===== src/rtl/guess_sched.sv =====
// guess_sched: sits between the UART receiver and the game core.
//
// Each rising edge of `ready` is classified. A-Z letters are queued in a small
// FIFO. Backspace (8'h08) removes the newest queued entry. All other bytes are
// dropped. Queued letters are handed to the game one at a time as a one-cycle
// `guess_valid` pulse, and only while `game_rdy` is high.
//
// Optional build macro: GUESS_LOWER_FOLD_EN
//   When defined, lowercase a-z bytes are accepted and folded to uppercase.
//
// Ports:
//   clk         system clock
//   nRst        asynchronous active-low reset
//   ready       UART byte-available level; its rising edge marks a new byte
//   Rx_byte     received byte, sampled on the rising edge of ready
//   game_rdy    game core can accept a guess (level)
//   clr         synchronous flush of the queue and the overflow flag
//   guess       last issued letter (held between pulses)
//   guess_valid one-cycle pulse marking a new guess
//   count       current FIFO occupancy
//   overflow    sticky: an accepted letter was dropped on a full FIFO
//
// FSM states:
//   IDLE    | may pop the head into guess when count > 0 and game_rdy
//   PRESENT | guess_valid high for this cycle, then back to IDLE
module guess_sched #(
    parameter int DEPTH = 4,
    parameter int CW    = $clog2(DEPTH + 1)
) (
    input  logic          clk,
    input  logic          nRst,
    input  logic          ready,
    input  logic [7:0]    Rx_byte,
    input  logic          game_rdy,
    input  logic          clr,
    output logic [7:0]    guess,
    output logic          guess_valid,
    output logic [CW-1:0] count,
    output logic          overflow
);

    localparam int PW = (DEPTH > 1) ? $clog2(DEPTH) : 1;
    localparam logic [CW-1:0] DEPTH_C = CW'(DEPTH);

    typedef enum logic {IDLE, PRESENT} state_t;

    state_t        r_state;
    state_t        w_state_nxt;
    logic          r_ready_q;
    logic [PW-1:0] r_rd_ptr;
    logic [PW-1:0] r_wr_ptr;
    logic [CW-1:0] r_count;
    logic          r_overflow;
    logic [7:0]    r_guess;
    logic [7:0]    r_mem [DEPTH];

    logic          w_rx_evt;
    logic          w_is_letter;
    logic [7:0]    w_letter;
    logic          w_pop;
    logic          w_push;
    logic          w_drop;
    logic          w_bs;
    logic [CW-1:0] w_count_nxt;

    assign w_rx_evt = ready & ~r_ready_q;

    always_comb begin
        w_letter    = Rx_byte;
        w_is_letter = (Rx_byte >= 8'h41) && (Rx_byte <= 8'h5A);
`ifdef GUESS_LOWER_FOLD_EN
        if ((Rx_byte >= 8'h61) && (Rx_byte <= 8'h7A)) begin
            w_is_letter = 1'b1;
            w_letter    = Rx_byte - 8'h20;
        end
`endif
    end

    // Output FSM; clr forces IDLE and suppresses any pop.
    always_comb begin
        w_state_nxt = r_state;
        w_pop       = 1'b0;
        case (r_state)
            IDLE: begin
                if (!clr && (r_count != '0) && game_rdy) begin
                    w_pop       = 1'b1;
                    w_state_nxt = PRESENT;
                end
            end
            PRESENT: w_state_nxt = IDLE;
            default: w_state_nxt = IDLE;
        endcase
        if (clr) begin
            w_state_nxt = IDLE;
        end
    end

    // A full FIFO still accepts a letter when the head leaves in the same cycle.
    assign w_push = !clr && w_rx_evt && w_is_letter && ((r_count < DEPTH_C) || w_pop);
    assign w_drop = !clr && w_rx_evt && w_is_letter && !((r_count < DEPTH_C) || w_pop);

    // With a single entry the pop takes it, so the backspace has nothing left to remove.
    assign w_bs = !clr && w_rx_evt && (Rx_byte == 8'h08) && (r_count != '0) &&
                  !(w_pop && (r_count == CW'(1)));

    assign w_count_nxt = r_count + CW'(w_push) - CW'(w_pop) - CW'(w_bs);

    always_ff @(posedge clk or negedge nRst) begin
        if (!nRst) begin
            r_state <= IDLE;
        end else begin
            r_state <= w_state_nxt;
        end
    end

    always_ff @(posedge clk or negedge nRst) begin
        if (!nRst) begin
            r_ready_q  <= 1'b0;
            r_rd_ptr   <= '0;
            r_wr_ptr   <= '0;
            r_count    <= '0;
            r_overflow <= 1'b0;
            r_guess    <= 8'h00;
        end else begin
            r_ready_q <= ready;
            if (clr) begin
                r_rd_ptr   <= '0;
                r_wr_ptr   <= '0;
                r_count    <= '0;
                r_overflow <= 1'b0;
            end else begin
                if (w_pop) begin
                    r_guess  <= r_mem[r_rd_ptr];
                    r_rd_ptr <= r_rd_ptr + PW'(1);
                end
                if (w_push) begin
                    r_wr_ptr <= r_wr_ptr + PW'(1);
                end else if (w_bs) begin
                    r_wr_ptr <= r_wr_ptr - PW'(1);
                end
                r_count <= w_count_nxt;
                if (w_drop) begin
                    r_overflow <= 1'b1;
                end
            end
        end
    end

    // Storage needs no reset; the pointers define what is valid.
    always_ff @(posedge clk) begin
        if (w_push) begin
            r_mem[r_wr_ptr] <= w_letter;
        end
    end

    assign guess       = r_guess;
    assign guess_valid = (r_state == PRESENT);
    assign count       = r_count;
    assign overflow    = r_overflow;

endmodule


===== config.mk =====
export PLATFORM = sky130hd
export DESIGN_NAME = guess_sched
export DESIGN_NICKNAME = d
export VERILOG_FILES = /design/src/rtl/guess_sched.sv
export SDC_FILE = /design/constraint.sdc
export NUM_CORES = 1
export LEC_CHECK = 0
export CAP_MARGIN = 20
export CELL_PAD_IN_SITES_DETAIL_PLACEMENT = 0
export CELL_PAD_IN_SITES_GLOBAL_PLACEMENT = 2
export CORE_MARGIN = 3
export CORE_UTILIZATION = 40
export DETAILED_ROUTE_END_ITERATION = 7
export PLACE_DENSITY = 0.89
export SKIP_LAST_GASP = 1
export SYNTH_ARGS = -nofsm -noshare
export SYNTH_HDL_FRONTEND = slang
export SYNTH_SLANG_ARGS = --single-unit

===== constraint.sdc =====
create_clock -name clk -period 3.26 [get_ports clk]
set_clock_uncertainty 0.2 [all_clocks]
set_input_delay 0.652 -clock clk [delete_from_list [all_inputs] [get_ports clk]]
set_output_delay 0.652 -clock clk [all_outputs]
set_load 0.01 [all_outputs]

==> flow_metrics.env <==
export IMPL_run_status="completed"
export IMPL_syn_instance_count=126
export IMPL_post_route_min_period_ns=3.07
export IMPL_fin_tns_setup_ns=0
export IMPL_hold_path_depth=1
export IMPL_worst_path_max_fanout=7
export IMPL_timing_hold_violations_final=0
export IMPL_count_of_input_and_output_buffers=25
export IMPL_yosysSeqAreaShare_pct=66.7
export IMPL_critPathRequiredTime_ns=3.25
export IMPL_critical_path_top_delay_family="simple AND/OR/NAND/NOR gates"
export IMPL_first_global_vias=1340
export IMPL_post_synth_instance_area_um2=2120
export IMPL_antenna_found_initial=0
export IMPL_num_fill_cells=409
export IMPL_slowest_stage="sky130_fd_sc_hd__clkdlybuf4s50_1"
export IMPL_cts_tree="done"
export IMPL_die_width_um=78.8
export IMPL_clk_pin_slew_ns=0.09
export IMPL_wire_per_inst_um=16.9
export IMPL_worst_hold_startpoint="guess[3]$_DFFE_PN0P_"
export IMPL_num_io_pins=26
export IMPL_grt_pass1_wl_mm=6.63
export IMPL_drt_iter0_drc=74
export IMPL_postLayoutCoreUtil_pct=53.0
export IMPL_worst_ir_drop_vdd_v=0.000264
export IMPL_synth_area_leader_cell="sky130_fd_sc_hd__edfxtp_1"
export IMPL_synth_edff_count=32
export IMPL_detail_route_vias_per_cell=5.06
export IMPL_timing_critical_path_from_type="primary input"
export IMPL_combined_area_of_the_multi_input_logic_cells_um2=676
export IMPL_cts_buffer_depth=2
export IMPL_htree_levels=2
export IMPL_setup_viol_count_final=0
export IMPL_synth_async_sr_flop_share_pct=36.0
export IMPL_number_of_max_cap_violations=0
export IMPL_number_of_buffers_created_by_cts=5
export IMPL_die_height_um=78.8
export IMPL_dp_hpwl_mm=2.88
export IMPL_worst_max_slew_margin_expressed_relative_to_the_limit_pct=40.5
export IMPL_postSynth_topFlopCell="sky130_fd_sc_hd__edfxtp_1"
export IMPL_yosysUniqueCellTypes=38
export IMPL_postSynthRegisterBits=50
export IMPL_timing_final_crit_share_pct=94.1
export IMPL_diodes=0
export IMPL_route_antenna_remaining_nets=0
export IMPL_cp_arrival_ns=3.06
export IMPL_floorplan_initialDensity_pct=43.1
export IMPL_grtUsageTotal_pct=14.3
export IMPL_yosysWarningCount=0
export IMPL_hold_path_end="guess[3]$_DFFE_PN0P_"
export IMPL_rrSetupSlack_ns=0.70
export IMPL_drt_pre_antenna_iters=4
export IMPL_synth_common_cells="32 x sky130_fd_sc_hd__edfxtp_1, 18 x sky130_fd_sc_hd__dfrtp_1, 10 x sky130_fd_sc_hd__nor2_1"
export IMPL_cells_along_the_critical_path="clkdlybuf4s50_1 > nor4_2 > nand4_1 > a21bo_2 > nor2_1 > ha_1 > nor2_1 > ha_1 > inv_1 > ha_1 > xor2_1 > xnor2_1 > nor2_1"
export IMPL_flow_area_growth_from_synthesis_pct=23.0
export IMPL_avgSynthCellArea_um2=16.8
export IMPL_yosysMostFrequentCell="sky130_fd_sc_hd__edfxtp_1"
export IMPL_worst_r2r_endpoint="count[2]$_DFF_PN0_"
export IMPL_setup_worst_path_class="primary input to register"
export IMPL_synthTopCellsByArea="sky130_fd_sc_hd__edfxtp_1 45%, sky130_fd_sc_hd__dfrtp_1 21%, sky130_fd_sc_hd__mux4_2 8.5%"
export IMPL_synth_top_area_share_pct=45.4
export IMPL_worstReg2RegStart="count[2]$_DFF_PN0_"
export IMPL_grt_start_max_net_pins=19
export IMPL_timing_worst_slew_pin_value_ns=0.889
export IMPL_worstSetupEndpointType="register"
export IMPL_seq_area_um2=1410
export IMPL_placementRows=25
export IMPL_synthesis_nets=143
export IMPL_p_per_area_nw_per_um2=523
export IMPL_postCtsSetupRepairBufs=0
export IMPL_coreArea_um2=4910
export IMPL_clock_sinks=50
export IMPL_overall_overflow_remaining_after_global_route=0
export IMPL_clock_root_buffer="sky130_fd_sc_hd__clkbuf_8"
export IMPL_final_layout_size_suffix_gt1_share_pct=21.7
export IMPL_hp_class="register to register"
export IMPL_gp_congestion=0.723
export IMPL_achievable_frequency_mhz=326
export IMPL_routed_via_count=1179
export IMPL_number_of_placed_instances_taps_included=225
export IMPL_drc=0
export IMPL_dieArea_um2=6200
export IMPL_drv_slew=0
export IMPL_worst_path_largest_cell_delay_ns=0.52
export IMPL_power_leakage_nw=0.964
export IMPL_reg2regPathDepth=11
export IMPL_crit_buf_inv=2
export IMPL_final_net_count=182
export IMPL_drt_wl_total_mm=3.93
export IMPL_final_instance_count_excl_fill=233
export IMPL_total_power_mw=1.36
export IMPL_clk_insertion_delay_late_ns=0.29
-- kinds of logic after synthesis --
family / synth area share [%]
flops: 66.7
simple gates: 9.81
mux: 13.2
fa+ha+maj: 2.36
xor+xnor: 1.66
buf+inv: 1.71
compound gates: 4.55
-- flip-flops by register name, summed over array words and instances, names as in the netlist --
signal,count
r_ready_q,1
r_mem,32
guess,8
r_rd_ptr,2
overflow,1
guess_valid,1
r_wr_ptr,2
count,3
-- layout make-up --
cell class	count	area share (%)
Sequential cell	50	54.2
Multi-Input combinational cell	69	25.9
Timing Repair Buffer	36	12.8
Tap cell	67	3.22
Clock buffer	5	2.64
Clock inverter	3	0.817
Inverter	3	0.432
-- cells in the final DEF, fill, tap and decap left out, types with 4 or more instances in the layout --
cell,Yosys,layout
sky130_fd_sc_hd__clkdlybuf4s50_1,0,25
sky130_fd_sc_hd__mux4_2,8,8
sky130_fd_sc_hd__ha_1,4,4
sky130_fd_sc_hd__clkbuf_8,0,5
sky130_fd_sc_hd__edfxtp_1,32,32
sky130_fd_sc_hd__mux2_1,5,5
sky130_fd_sc_hd__buf_4,0,11
sky130_fd_sc_hd__nor2_1,10,10
sky130_fd_sc_hd__dfrtp_1,18,18
-- timing repair --
action,in CTS,in global routing
gates resized for setup,0,1
endpoints found under the hold margin,0,0
hold buffers,0,0
setup endpoints to repair,0,1
-- power by group --
part / internal [mW] / switching [mW] / total [mW] / leakage (nW)
Sequential: 0.729 / 0.0311 / 0.760 / 0.522
Clock: 0.151 / 0.198 / 0.349 / 0.0441
Combinational: 0.158 / 0.0949 / 0.252 / 0.398
Total: 1.04 / 0.324 / 1.36 / 0.964
-- worst max-delay path by stage --
stage	startpoint	endpoint	slack, ns	depth (start not counted)
floorplan	clr	r_mem[1][0]$_DFFE_PP_	0.47	3
global placement	Rx_byte[0]	count[2]$_DFF_PN0_	-0.07	13
detailed placement	Rx_byte[0]	count[2]$_DFF_PN0_	-0.14	13
CTS	Rx_byte[0]	count[2]$_DFF_PN0_	0.16	13
global route	Rx_byte[0]	count[2]$_DFF_PN0_	-0.003	13
finish	Rx_byte[0]	count[2]$_DFF_PN0_	0.19	13
-- per-stage QoR --
step,setup WS (ns),hold slack (ns),cell area [um2]
floorplan,0.474,0.156,2120
global placement,-0.0745,0.268,2510
detailed placement,-0.143,0.274,2510
CTS,0.161,0.294,2600
global route,-0.00348,0.322,2610
finish,0.191,0.289,2610
-- layer usage --
metal	track usage (%)	vias to the layer above	wire length, um
li1	-	567	-
met1	18.2	590	1790
met5	0	-	0
met2	24.4	17	2010
met3	3.63	5	93
met4	3.15	0	33
Note: power is estimated with default switching activity, not from simulation.
